$ cat config.mk
export PLATFORM = sky130hd
export DESIGN_NAME = move_sequencer_flat
export DESIGN_NICKNAME = d
export VERILOG_FILES = /design/src/rtl/move_sequencer_if.sv /design/src/rtl/move_sequencer.sv /design/src/flat_wrapper.sv
export SDC_FILE = /design/constraint.sdc
export NUM_CORES = 1
export LEC_CHECK = 0
export ABC_AREA = 1
export CORE_UTILIZATION = 61
export DETAILED_ROUTE_END_ITERATION = 12
export MAX_ROUTING_LAYER = met4
export PLACE_DENSITY = 0.85
export SYNTH_ARGS = -nofsm -noshare
export SYNTH_HDL_FRONTEND = slang
export SYNTH_SLANG_ARGS = --single-unit
$ cat constraint.sdc
create_clock -name clock -period 5.6 [get_ports clock]
set_clock_uncertainty 0.05 [all_clocks]
set_input_delay 0.56 -clock clock [delete_from_list [all_inputs] [get_ports clock]]
set_output_delay 0.56 -clock clock [all_outputs]
set_load 0.1 [all_outputs]
$ cat src/rtl/move_sequencer_if.sv
// Bundle between the move sequencer, the command logic feeding it and the stepper drivers.
// The master modport is the sequencer's view; slave is the environment's view.
interface move_sequencer_if #(
   parameter int NUM_MOTORS = 6
);
   // Move requests use valid/ready: a move transfers on a rising edge where
   // move_valid & move_ready are both high; move_* fields are sampled only then.
   logic                  move_valid;
   logic                  move_ready;
   logic [2:0]            move_motor;
   logic                  move_dir;
   logic                  move_half;
   logic                  clear_error;
   logic [NUM_MOTORS-1:0] start;
   logic [7:0]            steps;
   logic [NUM_MOTORS-1:0] dir;
   logic [NUM_MOTORS-1:0] done;
   logic                  busy;
   logic                  error;
   logic [7:0]            moves_done;

   modport master (
      input  move_valid, move_motor, move_dir, move_half, clear_error, done,
      output move_ready, start, steps, dir, busy, error, moves_done
   );

   modport slave (
      output move_valid, move_motor, move_dir, move_half, clear_error, done,
      input  move_ready, start, steps, dir, busy, error, moves_done
   );
endinterface

$ cat src/rtl/move_sequencer.sv
// Queues cube-face moves and issues them one at a time to the stepper drivers,
// waiting for each driver's done and enforcing a settle gap between moves.
module move_sequencer #(
   parameter int NUM_MOTORS     = 6,
   parameter int QUARTER_STEPS  = 50,
   parameter int FIFO_DEPTH     = 4,
   parameter int GAP_CYCLES     = 1000,
   parameter int TIMEOUT_CYCLES = 1 << 24
) (
   input  logic             clock,
   input  logic             reset_n,
   move_sequencer_if.master bus,
   output logic [2:0]       fsm_state
);

   typedef enum logic [2:0] {
      S_IDLE  = 3'd0,
      S_ISSUE = 3'd1,
      S_ARM   = 3'd2,
      S_WAIT  = 3'd3,
      S_GAP   = 3'd4
   } state_t;

   localparam int AW = $clog2(FIFO_DEPTH);
   localparam int TW = $clog2(TIMEOUT_CYCLES + 1);
   localparam int GW = (GAP_CYCLES > 1) ? $clog2(GAP_CYCLES) : 1;

   localparam logic [AW:0]   DEPTH_CNT    = (AW+1)'(FIFO_DEPTH);
   localparam logic [TW-1:0] TIMEOUT_LAST = TW'(TIMEOUT_CYCLES - 1);
   localparam logic [GW-1:0] GAP_LOAD     = GW'(GAP_CYCLES - 1);
   localparam logic [7:0]    STEPS_QUARTER = 8'(QUARTER_STEPS);
   localparam logic [7:0]    STEPS_HALF    = 8'(2 * QUARTER_STEPS);

   state_t state, state_next;

   logic [4:0]            fifo_mem [FIFO_DEPTH];
   logic [AW-1:0]         rd_ptr, wr_ptr;
   logic [AW:0]           count;
   logic                  empty, full, push, pop;

   logic [2:0]            head_motor;
   logic                  head_dir, head_half, head_bad;
   logic [NUM_MOTORS-1:0] head_mask;

   logic [NUM_MOTORS-1:0] cur_mask;
   logic [TW-1:0]         timer;
   logic [GW-1:0]         gap_cnt;
   logic                  done_sel;
   logic                  load_move, complete, err_set;

   logic [7:0]            steps_q;
   logic [NUM_MOTORS-1:0] dir_q;
   logic                  error_q;
   logic [7:0]            moves_done_q;

   assign empty = (count == '0);
   assign full  = (count == DEPTH_CNT);
   assign push  = bus.move_valid & ~full;

   assign {head_motor, head_dir, head_half} = fifo_mem[rd_ptr];
   assign head_bad  = ({1'b0, head_motor} >= 4'(NUM_MOTORS));
   assign head_mask = NUM_MOTORS'(1) << head_motor;

   // Only the selected driver's done counts; others are masked off.
   assign done_sel = |(bus.done & cur_mask);

   always_ff @(posedge clock or negedge reset_n) begin
      if (!reset_n) state <= S_IDLE;
      else          state <= state_next;
   end

   always_comb begin
      state_next = state;
      pop        = 1'b0;
      load_move  = 1'b0;
      complete   = 1'b0;
      err_set    = 1'b0;
      case (state)
         S_IDLE: begin
            if (!empty) begin
               pop = 1'b1;
               if (head_bad) begin
                  err_set = 1'b1;
               end else begin
                  load_move  = 1'b1;
                  state_next = S_ISSUE;
               end
            end
         end
         S_ISSUE: state_next = S_ARM;
         // The driver clears its done on the edge ending ISSUE, so ARM skips one sample.
         S_ARM:   state_next = S_WAIT;
         S_WAIT: begin
            if (done_sel) begin
               complete   = 1'b1;
               state_next = S_GAP;
            end else if (timer == TIMEOUT_LAST) begin
               err_set    = 1'b1;
               state_next = S_GAP;
            end
         end
         S_GAP: begin
            if (gap_cnt == '0) state_next = S_IDLE;
         end
         default: state_next = S_IDLE;
      endcase
   end

   always_ff @(posedge clock) begin
      if (push) fifo_mem[wr_ptr] <= {bus.move_motor, bus.move_dir, bus.move_half};
   end

   always_ff @(posedge clock or negedge reset_n) begin
      if (!reset_n) begin
         rd_ptr <= '0;
         wr_ptr <= '0;
         count  <= '0;
      end else begin
         if (push) wr_ptr <= wr_ptr + 1'b1;
         if (pop)  rd_ptr <= rd_ptr + 1'b1;
         case ({push, pop})
            2'b10:   count <= count + 1'b1;
            2'b01:   count <= count - 1'b1;
            default: count <= count;
         endcase
      end
   end

   always_ff @(posedge clock or negedge reset_n) begin
      if (!reset_n) begin
         cur_mask     <= '0;
         steps_q      <= '0;
         dir_q        <= '0;
         error_q      <= 1'b0;
         moves_done_q <= '0;
         timer        <= '0;
         gap_cnt      <= '0;
      end else begin
         if (load_move) begin
            cur_mask <= head_mask;
            steps_q  <= head_half ? STEPS_HALF : STEPS_QUARTER;
            dir_q    <= (dir_q & ~head_mask) | (head_dir ? head_mask : '0);
         end
         if (err_set)              error_q <= 1'b1;
         else if (bus.clear_error) error_q <= 1'b0;
         if (complete) moves_done_q <= moves_done_q + 8'd1;
         if (state == S_ARM)       timer <= '0;
         else if (state == S_WAIT) timer <= timer + 1'b1;
         // Reloaded every WAIT cycle so GAP always starts from a full count.
         if (state == S_WAIT)                     gap_cnt <= GAP_LOAD;
         else if (state == S_GAP && gap_cnt != '0) gap_cnt <= gap_cnt - 1'b1;
      end
   end

   assign bus.move_ready = ~full;
   assign bus.start      = (state == S_ISSUE) ? cur_mask : '0;
   assign bus.steps      = steps_q;
   assign bus.dir        = dir_q;
   assign bus.busy       = (state != S_IDLE) | ~empty;
   assign bus.error      = error_q;
   assign bus.moves_done = moves_done_q;
   assign fsm_state      = state;

endmodule

$ cat src/flat_wrapper.sv
// flat-port wrapper written by rule: the top's interface ports become plain ports
module move_sequencer_flat 
#(
   parameter int NUM_MOTORS     = 6,
   parameter int QUARTER_STEPS  = 50,
   parameter int FIFO_DEPTH     = 4,
   parameter int GAP_CYCLES     = 1000,
   parameter int TIMEOUT_CYCLES = 1 << 24
)
  (clock, reset_n, fsm_state, bus_move_valid, bus_move_motor, bus_move_dir, bus_move_half, bus_clear_error, bus_done, bus_move_ready, bus_start, bus_steps, bus_dir, bus_busy, bus_error, bus_moves_done);
  move_sequencer_if #(.NUM_MOTORS(NUM_MOTORS)) bus_i ();
  input  logic clock;
  input  logic reset_n;
  output logic [2:0] fsm_state;
  input wire logic [$bits(bus_i.move_valid)-1:0] bus_move_valid;
  input wire logic [$bits(bus_i.move_motor)-1:0] bus_move_motor;
  input wire logic [$bits(bus_i.move_dir)-1:0] bus_move_dir;
  input wire logic [$bits(bus_i.move_half)-1:0] bus_move_half;
  input wire logic [$bits(bus_i.clear_error)-1:0] bus_clear_error;
  input wire logic [$bits(bus_i.done)-1:0] bus_done;
  output wire logic [$bits(bus_i.move_ready)-1:0] bus_move_ready;
  output wire logic [$bits(bus_i.start)-1:0] bus_start;
  output wire logic [$bits(bus_i.steps)-1:0] bus_steps;
  output wire logic [$bits(bus_i.dir)-1:0] bus_dir;
  output wire logic [$bits(bus_i.busy)-1:0] bus_busy;
  output wire logic [$bits(bus_i.error)-1:0] bus_error;
  output wire logic [$bits(bus_i.moves_done)-1:0] bus_moves_done;
  assign bus_i.move_valid = bus_move_valid;
  assign bus_i.move_motor = bus_move_motor;
  assign bus_i.move_dir = bus_move_dir;
  assign bus_i.move_half = bus_move_half;
  assign bus_i.clear_error = bus_clear_error;
  assign bus_i.done = bus_done;
  assign bus_move_ready = bus_i.move_ready;
  assign bus_start = bus_i.start;
  assign bus_steps = bus_i.steps;
  assign bus_dir = bus_i.dir;
  assign bus_busy = bus_i.busy;
  assign bus_error = bus_i.error;
  assign bus_moves_done = bus_i.moves_done;
  move_sequencer #(.NUM_MOTORS(NUM_MOTORS), .QUARTER_STEPS(QUARTER_STEPS), .FIFO_DEPTH(FIFO_DEPTH), .GAP_CYCLES(GAP_CYCLES), .TIMEOUT_CYCLES(TIMEOUT_CYCLES)) u_core (.clock(clock), .reset_n(reset_n), .bus(bus_i), .fsm_state(fsm_state));
endmodule
Word-level counts from Yosys, hierarchy flattened

Memories as Yosys holds them, arrays and structs flattened.
Index checks and enable logic that the tools add are counted.

$add $sub $neg: 7
$lt $le $gt $ge: 1
Equality and inequality tests: 12
Shift operators: 1
Mux-type cells: 30
Bitwise logic cells: 8
Reductions and logical operators: 12

Operators with widths:

| operator              | number |
|---|---|
| $mux 25               | 2 |
| $add 25x1->25 const B | 1 |
| $eq 25x24->1 const B  | 1 |
| $mux 10               | 2 |
| $mux 1                | 15 |
| $mux 3                | 5 |
| $pmux 3 s5            | 1 |
| $and 6x6->6           | 2 |
| $mux 6                | 2 |
| $logic_not 10->1      | 1 |
| $reduce_bool 10->1    | 1 |
| $sub 10x1->10 const B | 1 |
| $add 8x1->8 const B   | 1 |
| $reduce_bool 2->1     | 4 |
| $mux 7                | 1 |
| $eq 3x2->1 const B    | 2 |
| $eq 3x3->1 const B    | 2 |
| $logic_not 3->1       | 2 |
| $not 6->6             | 1 |
| $or 6x6->6            | 1 |
| $pmux 3 s2            | 1 |
| $reduce_or 6->1       | 1 |
| $shl 1x3->6 const A   | 1 |
| $add 2x1->2 const B   | 2 |
| other kinds (16)      | 18 |

Bits in registers: 74
RAM bits: 20
Input bits: 15
Output and inout bits: 34
Logic and storage cells: 83
Memories: 1

Memories:

| name            | depth | width | rd ports | clocked after memory_dff | write ports | line                 | RTL |
|---|---|---|---|---|---|---|---|
| u_core.fifo_mem | 4     | 5     | 1        | 0                        | 1           | move_sequencer.sv:36 | `logic [4:0] fifo_mem [FIFO_DEPTH];` |

Longest topological paths before layout

Gate-level depths: netlist of the first run.
An unclocked memory read counts as a cell.

Word-level depth: 6
Gate-level depth with buffers: 11
Depth with buffers taken out: 11

Worst setup path before layout of the first run

OpenSTA, ideal clock, no wires.

Path type: register to output
From: register u_core.state[0], in the netlist u_core.fsm_state[0]
To: output bus_start[0]
Data arrival time: 2.705 ns
Required time: 4.990 ns
Path slack: 2.285 ns
Stages on the path, launching flop included: 3
Path buffers: 0
Path through: dfrtp_1 nand3_1 nor2_1

Word-level cells in the longest chain between the ends: 2

Ends and longest elaborated chain:

| what                   | line                  | RTL |
|---|---|---|
| from (decl)            | move_sequencer.sv:34  | `state_t state, state_next;` |
| from (signal assigned) | move_sequencer.sv:69  | `else state <= state_next;` |
| $eq 3x1->1             | move_sequencer.sv:156 | `assign bus.start = (state == S_ISSUE) ? cur_mask : '0;` |
| $mux 6                 | move_sequencer.sv:156 |  |
| to (decl)              | flat_wrapper.sv:22    | `output wire logic [$bits(bus_i.start)-1:0] bus_start;` |

Every way passes these cells.

Worst setup path in the final report of the first run

From: register u_core.state[1], in the netlist u_core.fsm_state[1]
To: output bus_start[4]

Same word-level chain as after synthesis.

==> results of run 1 <==
==> sequential cells by signal, indices dropped and copies added, names as in the netlist, named ones only <==
register               cells
u_core.timer              25
u_core.cur_mask            6
u_core.bus.steps           3
u_core.bus.error           1
u_core.fifo_mem           20
u_core.count               3
u_core.rd_ptr              2
u_core.bus.moves_done      8
u_core.gap_cnt            10
u_core.fsm_state           3
u_core.wr_ptr              2
==> path summary, 6_finish.rpt <==
| kind | slack [ps] | from | cells after the start | to |
|---|---|---|---|---|
| setup / recovery | 2400 | u_core.fsm_state[1] | 4 | bus_start[4] |
| hold / removal | 330 | reset_n | 2 | u_core.cur_mask[4] |
| setup reg to reg | 3500 | u_core.fsm_state[0] | 9 | u_core.count[2] |
| hold reg to reg | 430 | u_core.bus.steps[5] | 1 | u_core.bus.steps[5] |
| max in group asynchronous | 4590 | reset_n | 2 | u_core.timer[21] |
| min in group clock | 430 | u_core.bus.steps[5] | 1 | u_core.bus.steps[5] |
==> layer usage <==
| layer | GRT usage | part of all wire | vias to the layer above |
|---|---|---|---|
| met5 | - | 0 | - |
| met4 | 0.09524 | 0.017 | 0 |
| met3 | 0.04247 | 0.043 | 13 |
| met1 | 0.3267 | 0.44 | 1767 |
| met2 | 0.4296 | 0.50 | 94 |
| li1 | - | - | 1831 |
==> cells in the mapped netlist (all sizes together) <==
cell     number  share of area
a21oi        16          0.017
a22o          1         0.0019
a22oi         4         0.0065
a2bb2oi       1         0.0019
a31oi         1         0.0014
a32o          1         0.0022
and3          1         0.0014
buf          12          0.019
conb          1        0.00081
dfrtp        69           0.37
edfxtp       20           0.13
fa            1         0.0043
ha            9          0.024
inv          71          0.058
nand2       140           0.12
nand3        41          0.052
nand3b        2         0.0032
nand4         6         0.0081
nor2         64          0.070
nor3          9          0.012
o211ai        1         0.0016
o21a          1         0.0016
o21ai        48          0.052
o21bai        1         0.0016
o22ai         2         0.0027
or2           1         0.0014
xnor2         4         0.0076
xor2         12          0.023
==> cell families (layout without fill, tap and decap cells) <==
logic type,after synthesis,after routing
flip-flops,89,89
buffers and inverters,83,133
adder cells (fa/ha/maj),10,10
other,1,3
XOR/XNOR,16,16
AO/OA/AOI/OAI,77,77
AND/OR/NAND/NOR,264,264
==> cells in the final DEF, fill, tap and decap left out, drive strengths merged <==
| cell | count |
|---|---|
| nand2 | 140 |
| inv | 72 |
| dfrtp | 69 |
| nor2 | 64 |
| o21ai | 48 |
| clkdlybuf4s50 | 44 |
| nand3 | 41 |
| edfxtp | 20 |
| a21oi | 16 |
| xor2 | 12 |
| clkbuf | 10 |
| ha | 9 |
| nor3 | 9 |
| nand4 | 6 |
| xnor2 | 4 |
| a22oi | 4 |
| clkinv | 4 |
| conb | 3 |
| nand3b | 2 |
| o22ai | 2 |
| buf | 2 |
| o211ai | 1 |
| and3 | 1 |
| o21bai | 1 |
| a2bb2oi | 1 |
| a31oi | 1 |
| a22o | 1 |
| a32o | 1 |
| or2 | 1 |
| o21a | 1 |
| fa | 1 |
| bufinv | 1 |
==> power by group through the flow <==
stage / Clock (mW) / Combinational [mW] / Sequential (mW)
2_1_floorplan: 0 / 0.766 / 1.28
3_3_place_gp: 0 / 1.36 / 0.943
3_5_place_dp: 0 / 1.40 / 0.951
4_1_cts: 0.451 / 1.41 / 0.940
5_1_grt: 0.476 / 1.52 / 0.961
6_report: 0.444 / 1.40 / 0.942
==> area by class of cell <==
type	instances	area share
flip-flops and latches	89	0.4372
multi-input cells	370	0.3669
repair buffers	46	0.08510
inverters	71	0.05007
clock buffers	10	0.02468
well taps	99	0.02327
clock inverters	6	0.01269
==> stage by stage <==
step                      area [um2]    util  hold slack, ps  power (mW)  instances
after CTS                       5323  0.7299           375.9       2.798        691
after global placement          5124  0.7026           399.3       2.304        675
after floorplan                 4636       -           214.4       2.047        542
after detailed placement        5124  0.7026           415.6       2.349        675
after global routing            5323  0.7299           444.2       2.957        691
final                           5323  0.7299           330.5       2.789        691
==> worst register-to-register path, stage by stage, from the launching register on <==
cell     delay [ps]
dfrtp_1         490
nor2_4          170
nand2_2         100
nor2_4          190
ha_1            170
inv_1            70
fa_1            380
a21oi_1         140
o21ai_0         110
xnor2_1         140
==> results by group, run 1 <==
Pwr
  – Cell internal pwr: 1.381 mW
  – VDD IR-drop max: ~0.00032 V
  – P_leak: 2.448 nW
  – Seq pwr share: 0.338
  – Switching Fraction: 0.5049
  – Clk network pwr share: 0.159
  – PwrDens: 523.9 mW/mm2
  – Switch Pwr: 1.408 mW
  – Comb power frac: 0.503

Detailed routing
  – Via Count: roughly 3700
  – Remaining DRCs: 0
  – Routed Antenna Nets: 0
  – Routed WL: 9.282 mm
  – First-pass detailed-route iteration total: 5
  – Avg WL per Cell: about 13 um
  – Vias/cell: about 5.4
  – First DRT Iteration DRCs: 228

Run status
  – Status: finished, final reports clean

Logic synthesis
  – Largest family of logic cells by synthesized area: simple AND/OR/NAND/NOR gates
  – Synth unique cells: 39
  – Xor/xnor share of the synthesized area: 0.03028
  – YS warnings: 0
  – Mux cell area share after synthesis: 0
  – Register area share after synthesis: 0.5028
  – Netlist Area Pre-Place: 0.004628 mm2
  – Register bit total from synthesis: 89
  – Compound-Gate Fraction of Synth Area: 0.09057
  – Synth Area in Simple Gates: 0.2701
  – Syn Area/Cell: 8.571 um2
  – Adder-cell share of the synthesized area: 0.02866
  – Post-Syn Instances: 540

Critical path
  – Kind of start point of the critical path: flop
  – Cell Chain, Critical Path: inv_1, nand3_1, nor2_1, clkdlybuf4s50_1
  – Largest delay share family, worst path: buffers and inverters
  – Arrival time at the worst endpoint: around 2600 ps
  – CP required: about 5000 ps
  – Delay of the slowest cell on the worst path: between 1000 and 1500 ps
  – Crit path max fanout: 7
  – Crit. End Element: output port
  – Critical path type: reg2out
  – Crit-path slowest cell: clkdlybuf4s50_1
  – WP buf/inv: 2

Finish
  – Share of cells above drive strength 1: 0.09122
  – Antenna diodes: 0
  – Fin nets: 612
  – Fill cells: 533
  – Area Growth Syn to Fin: 15.00%
  – Area of the multi-input gates: 0.001953 mm2
  – Sequential cell area: around 0.0023 mm2

Timing
  – Setup TNS: 0 ps
  – Max-slew headroom: 0.3206
  – Crit share post-route: 0.5710
  – RSZ-0062 raised after global routing: no
  – Final setup viols: 0
  – Hold Vio Cnt, Final: 0
  – Worst-Margin Slew: 1016 ps
  – Final setup margin: between 2000 and 2500 ps
  – Max-slew violation count: 0
  – Tmin final: around 3200 ps
  – F_max: 0.3127 GHz

Global route
  – Vias in the first global route: 3500
  – First-pass GRT wire length: 15.41 mm
  – Total grt overflow: 0
  – GRT Total Usage: 0.2609
  – Largest net degree at the start of global routing: 70
  – Antenna violations before repair: 0

Clock tree
  – Clock Path Buffers: 2
  – Clock Latency Late Sink: around 360 ps
  – Clock sink count: 89
  – H-tree Lvls: 3
  – CTS tree: done
  – Clk root buf: clkbuf_8
  – Clk slew on worst S/H paths: 90 ps
  – Hold-fix buffers, CTS: 0
  – Resize count post-CTS: 0
  – Post-CTS setup buffers: 0
  – Cts bufs inserted: 9

Floorplan
  – Initial core utilization: 0.6347
  – Site row count: 31
  – Die height: 89.11 um
  – Boundary pin count: between 40 and 50
  – Core Box Area: 0.007292 mm2
  – Die Wd: 89.11 um
  – Die area: a little under 0.008 mm2

Run
  – # Max-Cap Violations: 0

Placement
  – GP Congestion: 0.8857
  – Placement Setup Slack: 2838 ps
  – I/O Buffers: 45
  – Post-DP HPWL: 6.612 mm

Hold path
  – Hold WC Path Type: in2async
No activity file was read; power rests on OpenSTA's default activity.
==> run 2: changes to the inputs <==
Settings changed: CORE_UTILIZATION 61 to 51, PLACE_DENSITY 0.85 to 0.76.
Clock period 5.6 ns to 2.6 ns, I/O delays scaled along.
==> run 2 against run 1 <==
- via count decreased by 2.6%
- critical path depth unchanged
- die area increased by 19%
- wire length increased by 1.8%
- flip-flop and latch count unchanged
- clock power increased by 120%
- design area decreased by 0.80%
- sequential share of layout area increased by 0.35 points
- worst hold slack improved by 72 ps
- worst setup slack got worse by 1900 ps
- sequential power increased by 120%
- critical endpoint is now bus_start[5]
- largest cell class unchanged
- largest power group unchanged
==> results by group, run 2 (synthesis gave the netlist of run 1 again) <==
Placement
  – Placement Setup Slack: 479.0 ps
  – GP Congestion: 0.8389
  – Cells after DPL: between 600 and 700
  – Post-DP HPWL: 6.967 mm
  – I/O Buffers: 45

Global route
  – Largest net degree at the start of global routing: 40
  – First-pass GRT wire length: 16.04 mm
  – Vias in the first global route: approximately 3500
  – GRT Total Usage: 0.2189
  – Total grt overflow: 0
  – Antenna violations before repair: 0

Critical path
  – FF-to-FF Start: u_core.count[0]
  – Kind of start point of the critical path: flop
  – Worst setup path endpoint: bus_start[5]
  – Critical path type: reg2out
  – Crit. End Element: output port
  – Crit path max fanout: 7
  – Worst reg2reg endpoint: u_core.count[2]
  – Reg2Reg Setup Slack: 510 ps
  – CP required: between 2000 and 2500 ps
  – Arrival time at the worst endpoint: 1800 ps
  – Worst r2r path cells: 9
  – Worst Setup SP: u_core.fsm_state[1]

Finish
  – Commonest non-fill, non-tap cell in the layout: nand2_1
  – Antenna diodes: 0
  – Commonest cells after routing, fill and taps aside: nand2_1 (131), dfrtp_1 (69), inv_1 (65)
  – Final cell count without fillers: ~700
  – Max reg flops: 25
  – Share of cells above drive strength 1: 0.1448
  – Area Growth Syn to Fin: 14.08%
  – Reg with most FFs: u_core.timer
  – Final core utilization: 0.6025
  – Biggest regs: u_core.timer x25, u_core.fifo_mem x20, u_core.gap_cnt x10
  – Fin nets: 614

Timing
  – RSZ-0062 raised after global routing: no
  – Final setup margin: 492.6 ps
  – Max-slew headroom: 0.6286
  – Worst-Margin Slew: 555.0 ps
  – Hold slack: ~400 ps
  – Setup TNS: 0 ps
  – Tmin final: 2107 ps
  – Final setup viols: 0
  – Hold Vio Cnt, Final: 0
  – Max-slew violation count: 0
  – F_max: around 0.47 GHz
  – Crit share post-route: 0.8105

Clock tree
  – Cts bufs inserted: 9
  – CTS tree: done
  – Clock Latency Late Sink: 360 ps
  – Clk slew on worst S/H paths: around 90 ps
  – Clock Path Buffers: 2
  – Clk root buf: clkbuf_8
  – Resize count post-CTS: 0
  – Clock sink count: between 80 and 90
  – H-tree Lvls: 3

Detailed routing
  – Vias/cell: ~5.1
  – First DRT Iteration DRCs: 152
  – Routed Antenna Nets: 0
  – First-pass detailed-route iteration total: 4
  – Remaining DRCs: 0
  – Routed WL: between 9 and 10 mm
  – Avg WL per Cell: ~13 um
  – Via Count: about 3600

Run
  – # Max-Cap Violations: 0

Pwr
  – VDD IR-drop max: 0.001075 V
  – Clk network pwr share: 0.161
  – P_leak: 2.496 nW
  – Cell internal pwr: 2.922 mW
  – Seq pwr share: 0.341
  – PwrDens: 1136 mW/mm2
  – Switching Fraction: 0.5130
  – Switch Pwr: 3.077 mW
  – Comb power frac: 0.498

Floorplan
  – Site row count: 34
  – Initial core utilization: 0.5281
  – Die height: 97.26 um
  – Boundary pin count: 49
  – Die area: 0.009460 mm2
  – Die Wd: 97.26 um
  – Core Box Area: 0.008763 mm2

Run status
  – Status: finished, final reports clean

Hold path
  – Hold WC Path Type: in2async
[run 2: cell types whose count changed in the layout (fill, tap and decap cells not counted), sizes merged]
cell / delta
clkbuf: -1
clkinv: -2
dlygate4sd3: +1
inv: +2
buf: +32
clkinvlp: +1
clkdlybuf4s50: -31
[run 2: power by group through the flow]
| stage | logic, mW | registers [mW] | clock network [mW] |
|---|---|---|---|
| 2_1_floorplan | 1.65 | 2.76 | 0 |
| 3_3_place_gp | 2.92 | 2.05 | 0 |
| 3_5_place_dp | 2.99 | 2.07 | 0 |
| 4_1_cts | 3.00 | 2.04 | 0.986 |
| 5_1_grt | 3.23 | 2.09 | 1.06 |
| 6_report | 2.99 | 2.05 | 0.965 |
[run 2: cell type report]
cell class	instances	area [um2]
sequential	89	2327
inverter	71	266.5
multi-input combinational	370	1958
fill	794	3483
timing repair buffer	48	392.9
clock buffer	9	123.9
tap	108	135.1
clock inverter	7	76.32
[run 2: worst min-delay path by stage]
stage	from	end	slack, ps	cells past startpoint
after floorplan	reset_n	async pin	-90	0
after global placement	reset_n	u_core.gap_cnt[4]	260	2
after detailed placement	reset_n	u_core.gap_cnt[6]	270	2
after CTS	reset_n	u_core.timer[6]	420	3
after global routing	reset_n	u_core.wr_ptr[0]	440	3
final	reset_n	u_core.timer[5]	400	3
[run 2: routing by layer]
| layer | routed length [um] | share of wire | global-route usage | vias to the layer above |
|---|---|---|---|---|
| met5 | 0 | 0 | - | - |
| met4 | 136 | 0.014 | 0.08371 | 0 |
| met3 | 295 | 0.031 | 0.03237 | 11 |
| met2 | 4493 | 0.48 | 0.3445 | 63 |
| met1 | 4521 | 0.48 | 0.2891 | 1700 |
| li1 | - | - | - | 1833 |
[run 2: stage by stage]
| step | total power, mW | cell area [um2] |
|---|---|---|
| finish | 5.999 | 5280 |
| global route | 6.376 | 5280 |
| floorplan | 4.415 | 4641 |
| detailed placement | 5.057 | 5070 |
| CTS | 6.031 | 5280 |
| global placement | 4.970 | 5070 |
[run 2: critical path, cell delays in order (launching register included)]
cell     delay (ps)
dfrtp_1         450
inv_1           170
nand3_1         280
nor2_1          220
buf_4           320
[run 2: repair_timing]
action / CTS / global route
hold buffers: 1 / 0
setup buffers: 0 / 0
endpoints found under the hold margin: 69 / 0
endpoints found under the setup margin: 0 / 0
